==> src/rtl/sync_ram_pkg.sv <==
// Shared types and helpers for the simple-dual-port RAM.
// Optional build macro: SYNC_RAM_PARITY_EN (stored even-parity bit per word).
package sync_ram_pkg;

  typedef enum logic {
    CLEAR = 1'b0,
    READY = 1'b1
  } state_t;

  // Same-address collision policies
  localparam int unsigned RD_FIRST = 0;
  localparam int unsigned WR_FIRST = 1;

  // Widest word the parity helper accepts; callers zero-extend to this width
  localparam int unsigned PARITY_MAX_W = 257;

  // Even-parity bit of a zero-extended word (XOR of all bits)
  function automatic logic word_parity(input logic [PARITY_MAX_W-1:0] word);
    return ^word;
  endfunction

endpackage

==> src/rtl/sync_ram_clear_fsm.sv <==
// Post-reset clear engine: walks the array once, one word per cycle.
module sync_ram_clear_fsm
  import sync_ram_pkg::*;
#(
  parameter int unsigned DEPTH      = 512,
  parameter int unsigned ADDR_WIDTH = $clog2(DEPTH)
) (
  input  logic                  clk,
  input  logic                  rst_n,
  output logic                  init_busy,
  output logic [ADDR_WIDTH-1:0] clr_addr,
  output logic                  clr_we
);

  localparam logic [ADDR_WIDTH-1:0] LAST_ADDR = ADDR_WIDTH'(DEPTH - 1);

  state_t                state, state_nxt;
  logic [ADDR_WIDTH-1:0] cnt, cnt_nxt;

  // State and clear counter; reset restarts the walk at address 0
  always_ff @(posedge clk) begin
    if (!rst_n) begin
      state <= CLEAR;
      cnt   <= '0;
    end else begin
      state <= state_nxt;
      cnt   <= cnt_nxt;
    end
  end

  // Next state and clear-write outputs
  always_comb begin
    state_nxt = state;
    cnt_nxt   = cnt;
    init_busy = 1'b0;
    clr_we    = 1'b0;
    clr_addr  = cnt;
    case (state)
      CLEAR: begin
        init_busy = 1'b1;
        clr_we    = rst_n;
        if (cnt == LAST_ADDR) state_nxt = READY;
        else                  cnt_nxt   = cnt + 1'b1;
      end
      READY: ;
      default: state_nxt = CLEAR;
    endcase
  end

endmodule

==> src/rtl/sync_ram_dp_param.sv <==
// Simple-dual-port synchronous RAM with clear engine, collision policy and
// 1- or 2-cycle read latency.
// Optional build macro: SYNC_RAM_PARITY_EN (stored even-parity bit, parity_err).
module sync_ram_dp_param
  import sync_ram_pkg::*;
#(
  parameter int unsigned           DATA_WIDTH   = 8,
  parameter int unsigned           DEPTH        = 512,
  parameter int unsigned           ADDR_WIDTH   = $clog2(DEPTH),
  parameter int unsigned           READ_LATENCY = 1,
  parameter int unsigned           RD_MODE      = 0,
  parameter logic [DATA_WIDTH-1:0] INIT_VALUE   = '0
) (
  input  logic                  clk,
  input  logic                  rst_n,
  output logic                  init_busy,
  input  logic                  wr_enb,
  input  logic [ADDR_WIDTH-1:0] wr_addr,
  input  logic [DATA_WIDTH-1:0] wr_data,
  input  logic                  rd_enb,
  input  logic [ADDR_WIDTH-1:0] rd_addr,
  output logic [DATA_WIDTH-1:0] rd_data,
  output logic                  rd_valid,
  output logic                  collision,
  output logic                  access_err,
  output logic                  parity_err
);

`ifdef SYNC_RAM_PARITY_EN
  localparam int unsigned    MEM_W    = DATA_WIDTH + 1;
  localparam logic [MEM_W-1:0] CLR_WORD =
    {word_parity(PARITY_MAX_W'(INIT_VALUE)), INIT_VALUE};
`else
  localparam int unsigned    MEM_W    = DATA_WIDTH;
  localparam logic [MEM_W-1:0] CLR_WORD = INIT_VALUE;
`endif
  localparam logic [ADDR_WIDTH:0] DEPTH_LIM = (ADDR_WIDTH + 1)'(DEPTH);

  logic [MEM_W-1:0] mem [DEPTH];

  logic                  clr_we;
  logic [ADDR_WIDTH-1:0] clr_addr;

  logic                  wr_in, rd_in, wr_ok, rd_ok, coll_now, bypass, err_now;
  logic [MEM_W-1:0]      wr_word, rd_word;
  logic                  rd_word_perr;

  logic                  s1_valid, s1_coll, s1_perr;
  logic [DATA_WIDTH-1:0] s1_data;

  sync_ram_clear_fsm #(
    .DEPTH      (DEPTH),
    .ADDR_WIDTH (ADDR_WIDTH)
  ) u_clear (
    .clk       (clk),
    .rst_n     (rst_n),
    .init_busy (init_busy),
    .clr_addr  (clr_addr),
    .clr_we    (clr_we)
  );

  // Request qualification, collision detect and array read word
  always_comb begin
    wr_in    = {1'b0, wr_addr} < DEPTH_LIM;
    rd_in    = {1'b0, rd_addr} < DEPTH_LIM;
    wr_ok    = !init_busy && wr_enb && wr_in;
    rd_ok    = !init_busy && rd_enb;
    coll_now = rd_ok && rd_in && wr_ok && (rd_addr == wr_addr);
    bypass   = coll_now && (RD_MODE == WR_FIRST);
    err_now  = init_busy ? (wr_enb || rd_enb)
                         : ((wr_enb && !wr_in) || (rd_enb && !rd_in));
    rd_word  = mem[rd_addr];
`ifdef SYNC_RAM_PARITY_EN
    wr_word      = {word_parity(PARITY_MAX_W'(wr_data)), wr_data};
    rd_word_perr = word_parity(PARITY_MAX_W'(rd_word));
`else
    wr_word      = wr_data;
    rd_word_perr = 1'b0;
`endif
  end

  // Array write port, shared between the clear engine and user writes
  always_ff @(posedge clk) begin
    if (clr_we)     mem[clr_addr] <= CLR_WORD;
    else if (wr_ok) mem[wr_addr]  <= wr_word;
  end

  // First read stage; data register only moves when a read completes
  always_ff @(posedge clk) begin
    if (!rst_n) begin
      s1_valid   <= 1'b0;
      s1_data    <= '0;
      s1_coll    <= 1'b0;
      s1_perr    <= 1'b0;
      access_err <= 1'b0;
    end else begin
      s1_valid   <= rd_ok;
      s1_coll    <= coll_now;
      s1_perr    <= rd_ok && rd_in && !bypass && rd_word_perr;
      access_err <= err_now;
      if (rd_ok) begin
        if (!rd_in)      s1_data <= '0;
        else if (bypass) s1_data <= wr_data;
        else             s1_data <= rd_word[DATA_WIDTH-1:0];
      end
    end
  end

  generate
    if (READ_LATENCY == 2) begin : g_lat2
      logic                  s2_valid, s2_coll, s2_perr;
      logic [DATA_WIDTH-1:0] s2_data;

      // Extra output stage on data and all read-aligned flags
      always_ff @(posedge clk) begin
        if (!rst_n) begin
          s2_valid <= 1'b0;
          s2_data  <= '0;
          s2_coll  <= 1'b0;
          s2_perr  <= 1'b0;
        end else begin
          s2_valid <= s1_valid;
          s2_coll  <= s1_coll;
          s2_perr  <= s1_perr;
          if (s1_valid) s2_data <= s1_data;
        end
      end

      assign rd_data    = s2_data;
      assign rd_valid   = s2_valid;
      assign collision  = s2_coll;
      assign parity_err = s2_perr;
    end else begin : g_lat1
      assign rd_data    = s1_data;
      assign rd_valid   = s1_valid;
      assign collision  = s1_coll;
      assign parity_err = s1_perr;
    end
  endgenerate

endmodule

==> config.mk <==
export PLATFORM = sky130hd
export DESIGN_NAME = sync_ram_dp_param
export DESIGN_NICKNAME = d
export VERILOG_FILES = /design/src/rtl/sync_ram_pkg.sv /design/src/rtl/sync_ram_clear_fsm.sv /design/src/rtl/sync_ram_dp_param.sv
export SDC_FILE = /design/constraint.sdc
export NUM_CORES = 2
export LEC_CHECK = 0
export CAP_MARGIN = 30
export CORE_ASPECT_RATIO = 1.5
export CORE_UTILIZATION = 38
export CTS_BUF_LIST = sky130_fd_sc_hd__clkbuf_2 sky130_fd_sc_hd__clkbuf_4 sky130_fd_sc_hd__clkbuf_8
export DETAILED_ROUTE_END_ITERATION = 10
export PLACE_DENSITY = 0.54
export SKIP_CTS_REPAIR_TIMING = 1
export SYNTH_ARGS = -nofsm -noshare
export SYNTH_HDL_FRONTEND = slang
export SYNTH_SLANG_ARGS = --single-unit
==> constraint.sdc <==
create_clock -name clk -period 21.1 [get_ports clk]
set_clock_uncertainty 0.1 [all_clocks]
set_input_delay 4.22 -clock clk [delete_from_list [all_inputs] [get_ports clk]]
set_output_delay 4.22 -clock clk [all_outputs]
set_load 0.1 [all_outputs]
Yosys cells after proc, flatten, opt, wreduce, memory -nomap -nowiden
Memories as Yosys holds them, arrays and structs flattened. A register that Yosys moved wholly into a read port is not among the register bits.
Cells that the tools add are included.
Word-level totals
  bits in writable memories: 4096
  memories kept: 1
  register bits: 13
  logic and storage cells: 33
Cells by class
  muxes and demuxes: 12
  reduce and logical (&&, ||, !) cells: 9
  bitwise logic cells: 3
  eq/ne operators: 2
  add/sub/neg operators: 1
Memory list
  mem: depth 512, width 8, rd ports 1, clocked after Yosys merged registers in 1, wr ports 1, line sync_ram_dp_param.sv:39  | logic [MEM_W-1:0] mem [DEPTH];
Operators by type and width (number)
  $mux 1: 10
  $add 9x1->9 const B: 1
  $eq 9x9->1: 1
  $eq 9x9->1 const B: 1
  $mux 9: 1
  $mux 8: 1
  $reduce_or 8->1: 1
  $logic_and 1x1->1: 4
  $not 1->1: 3
  $reduce_and 2->1: 1
  $reduce_or 2->1: 1
  $logic_not 1->1: 1
  $logic_or 1x1->1: 1

Longest topological paths before layout
  depth after elaboration: 6
  gate-level depth with buffers: 14

By module
Synthesis repeated with hierarchy kept, for this count alone.
Unflattened totals
  cells, all modules: 7739
  area total of the unflattened synthesis: 160366.3 um^2
Modules (own cells, without submodules)
  sync_ram_dp_param: instances 1, cells an instance 7685, seq. area each 123218.2 um^2, area each 159908.4 um^2
  sync_ram_clear_fsm: instances 1, cells an instance 54, seq. area each 200.2 um^2, area each 457.9 um^2

Worst setup path after synthesis
Ideal clock, no wire load.
  path kind: input-to-reg
  start: input wr_enb
  end: memory mem[0][0] (netlist name) (data pin)
  buffers on the path: 1
  data arrival time: 10.962 ns
  setup time: 1.547 ns
  cell stages on the path: 2
  setup slack: 8.491 ns
  cells stage by stage: clkbuf_1 > and3_1
Between the ends
  word-level cells in the longest chain between the ends: 6
Ends and longest elaborated chain
  start, declared: line sync_ram_dp_param.sv:17  | input logic wr_enb,
  $logic_and 1x1->1: line sync_ram_dp_param.sv:66  | wr_ok = !init_busy && wr_enb && wr_in;
  $mux 1: line sync_ram_dp_param.sv:85  | else if (wr_ok) mem[wr_addr] <= wr_word;
  $mux 1: line sync_ram_dp_param.sv:84  | if (clr_we) mem[clr_addr] <= CLR_WORD;
  $mux 1 (implied by the code): line sync_ram_dp_param.sv:85
  $reduce_or 8->1 (no source line)
  $mux 8 (no source line)
  end, declared: line sync_ram_dp_param.sv:39
No other way between the ends.

==> impl_results.md <==
* Fraction of layout cells with a size suffix above 1 at 27.6%
* Switching power share of the total at 22.0%
* Largest net degree at the start of global routing at 189
* FF-to-FF setup slack at 15.85 ns
* Clock period minus worst slack at 9.39 ns
* CTS tree: done
* Initial drt markers at 7,767
* Final non-filler cell total at 14,005
* Synth top area cells: edfxtp_1 (77%), mux4_2 (15%), mux2i_1 (1.5%)
* Ys Warns at 0
* Cells on worst reg2reg path at 6
* Fill count at 36,211
* Post-Synthesis Cells at 7,507
* EDFF count, synth at 4,096
* Worst Tran Pin Value at 1.10 ns
* Seq/Total Area, Yosys at 76.9%
* CP Data Required Time at 22.01 ns
* First-pass GRT wire length at 654 mm
* Final WL at 466 mm
* Syn Area/Cell at 21.4 µm²
* Later-pin clock latency in the skew report at 1.14 ns
* Drt drc at 8
* Crit path capture type: flip-flop
* Maximum clock rate at 106 MHz
* Part of the power in registers at 55.8%
* Rel. slew slack at 26.6%
* Share of total power in the clock network at 40.3%
* Global route overflow at 0
* Startpoint types: input pin
* Initial antenna violation count at 25
* CTS max path bufs at 4
* Via Count at 79,593
* NetSw at 3500 µW
* Post-synthesis cell area at 160,000 µm²
* Vias per inst at 5.68
* Comb power frac at 3.9%
* Maximum fanout along the worst path at 99
* Hold Crit Start: u_clear.clr_addr[7]$_SDFFE_PN0P_
* Synth top area share at 76.7%
* CTS root buf: clkbuf_8
* CTS buffer count at 602
* Post-synth top cells: edfxtp_1 (4,096), mux4_2 (1,036), nor2_1 (592), nand2_1 (277), mux2i_1 (243)
* Yosys top cell by area: edfxtp_1
* Avg WL per Cell at 33.3 µm
* Hold depth at 2
* Data arrival, critical path at 10.30 ns
* Multi-input logic area at 34,600 µm²
* Gr usage total at 21.8%
* Post-Syn Nets at 7,539
* DP Wirelength at 285 mm
* Post-placement cell count at 12,916
* R2r startpoint: u_clear.state$_SDFF_PN0_
* Core Rows at 291
* WS Path Type: input pin to flip-flop
* Final setup violation count at 0
* Sink of the worst hold path: u_clear.clr_addr[7]$_SDFFE_PN0P_
* Main synth FF type: edfxtp_1
* Port bufs at 41
* Worst Hold Class: flip-flop to flip-flop
* Count leader, synth: edfxtp_1
* Failing checks: DRC
* Die Y-Extent at 798 µm
* Internal power at 12,400 µW
* H-tree levels at 6
* Final Slew Violations at 0
* Initial DRT Pass Iterations at 9
* FF+latch count, synth at 4,117
* Reg2reg end: mem[365][4]$_DFFE_PP_
* Maxcap violations at 0
* Initial Util at 38.2%
* Fin. Hold Viols at 0
* Core box area at 419,000 µm²
* Final TNS setup at 0 ns
* VDD IR max at 0.0538 mV
* Total clock sinks at 4,117
* RePlAce Congestion at 0.829
* RSZ-0062 raised after global routing: no
* Outcome: finished with violations
* Vias in the first global route at 83,078
* PD cells at 88.3 nW/µm²
* Ys async rst share at 0%
* Area grow syn2layout at 12.0%
* Clock Pin Slew Worst Setup and Hold Paths at 0.06 ns
* Die X at 533 µm
* FF/Latch Area at 123,000 µm²
* Die area at 425,000 µm²
* Distinct cells, synth at 76
* Period utilization at 44.5%
* Number of nets with antenna violations after routing at 0
* I/O pins at 43
* Final nets at 8,002
* Pleak at 0.0621 µW
-- cell type report --
class / count / area share (%)
multi-input cells: 2918 / 19.2
clock inverters: 252 / 0.934
flip-flops and latches: 4117 / 68.7
clock buffers: 805 / 5.52
diodes: 15 / 0.0209
well taps: 5567 / 3.88
repair buffers: 323 / 1.72
inverters: 8 / 0.0278
-- power by group through the flow --
| stage | sequential [µW] | clock, µW | combinational (µW) |
|---|---|---|---|
| 2_1_floorplan | 9030 | 0 | 378 |
| 3_3_place_gp | 9030 | 0 | 622 |
| 3_5_place_dp | 9030 | 0 | 625 |
| 4_1_cts | 8860 | 6500 | 626 |
| 5_1_grt | 8850 | 6820 | 638 |
| 6_report | 8860 | 6390 | 618 |
-- layer usage --
layer	vias up	GRT usage, %	share of wire (%)	routed length, µm
li1	32288	-	-	-
met1	43266	26.5	37	173000
met2	3187	38.6	52	243000
met3	848	3.34	6.2	28700
met4	4	8.98	4.5	21100
met5	-	0	0.0058	27
-- metrics by stage --
step           total power [µW]  area (µm²)  hold slack (ns)  utilization (%)  worst slack, ns
2_1_floorplan              9410      160000            0.384                -             8.49
3_3_place_gp               9650      167000            0.440             39.8            10.18
3_5_place_dp               9650      168000            0.441             40.0            10.42
4_1_cts                   16000      179000            0.459             42.8            11.64
5_1_grt                   16300      180000            0.491             42.8            11.25
6_report                  15900      180000            0.463             42.9            11.71
-- worst max path at each step --
stage / from / to / slack [ns]
3_5_place_dp: rd_addr[0] / rd_data[1]$_SDFFE_PN0P_ / 10.42
6_report: rd_addr[0] / rd_data[3]$_SDFFE_PN0P_ / 11.71
2_1_floorplan: wr_enb / mem[0][0]$_DFFE_PP_ / 8.49
3_3_place_gp: rd_addr[0] / rd_data[2]$_SDFFE_PN0P_ / 10.18
5_1_grt: rd_addr[0] / rd_data[3]$_SDFFE_PN0P_ / 11.25
4_1_cts: rd_addr[0] / rd_data[1]$_SDFFE_PN0P_ / 11.64
-- state kept, by name, summed over array words and instances (netlist names) --
| name | count |
|---|---|
| mem | 4096 |
| u_clear.clr_addr | 9 |
| rd_data | 8 |
| access_err | 1 |
| collision | 1 |
| rd_valid | 1 |
| u_clear.state | 1 |
-- worst max-delay path, stage by stage --
cell,delay [ns]
buf_16,0.39
buf_4,0.76
buf_4,0.75
buf_4,0.68
buf_12,0.67
mux4_2,0.61
mux4_2,0.51
nand2b_1,0.28
a221oi_1,0.74
o41ai_1,0.16
a22o_1,0.27
-- logic make-up after synthesis --
logic type,count (synthesis),synth area share [%]
flip-flops,4117,76.9
AO/OA/AOI/OAI,499,2.15
multiplexers,1305,16.2
AND/OR/NAND/NOR,1097,2.88
buffers and inverters,472,1.70
other,1,0.00234
XOR/XNOR,14,0.0764
adder cells (fa/ha/maj),2,0.0156
-- cell usage in the layout, fill, tap and decap left out, types with 16 or more instances in the layout --
cell type / n
o21ai_0: 67
nand2_4: 16
a211oi_1: 26
clkinvlp_4: 22
mux2_2: 26
nand4_1: 18
o22ai_1: 70
clkinv_2: 53
clkdlybuf4s50_1: 33
nand2_1: 260
a31oi_1: 36
mux2i_1: 243
edfxtp_1: 4096
dfxtp_1: 21
nand2b_1: 16
clkinv_1: 143
buf_16: 18
buf_6: 18
nor2_1: 589
a21oi_1: 73
nor2b_1: 20
mux4_2: 1036
bufinv_16: 19
a22oi_1: 47
o221ai_1: 58
and2_1: 18
buf_4: 230
clkbuf_4: 186
nand3_1: 53
and3_1: 22
clkbuf_8: 619
a221oi_1: 17
nor3_1: 27
No activity file was read; power rests on OpenSTA's default activity.
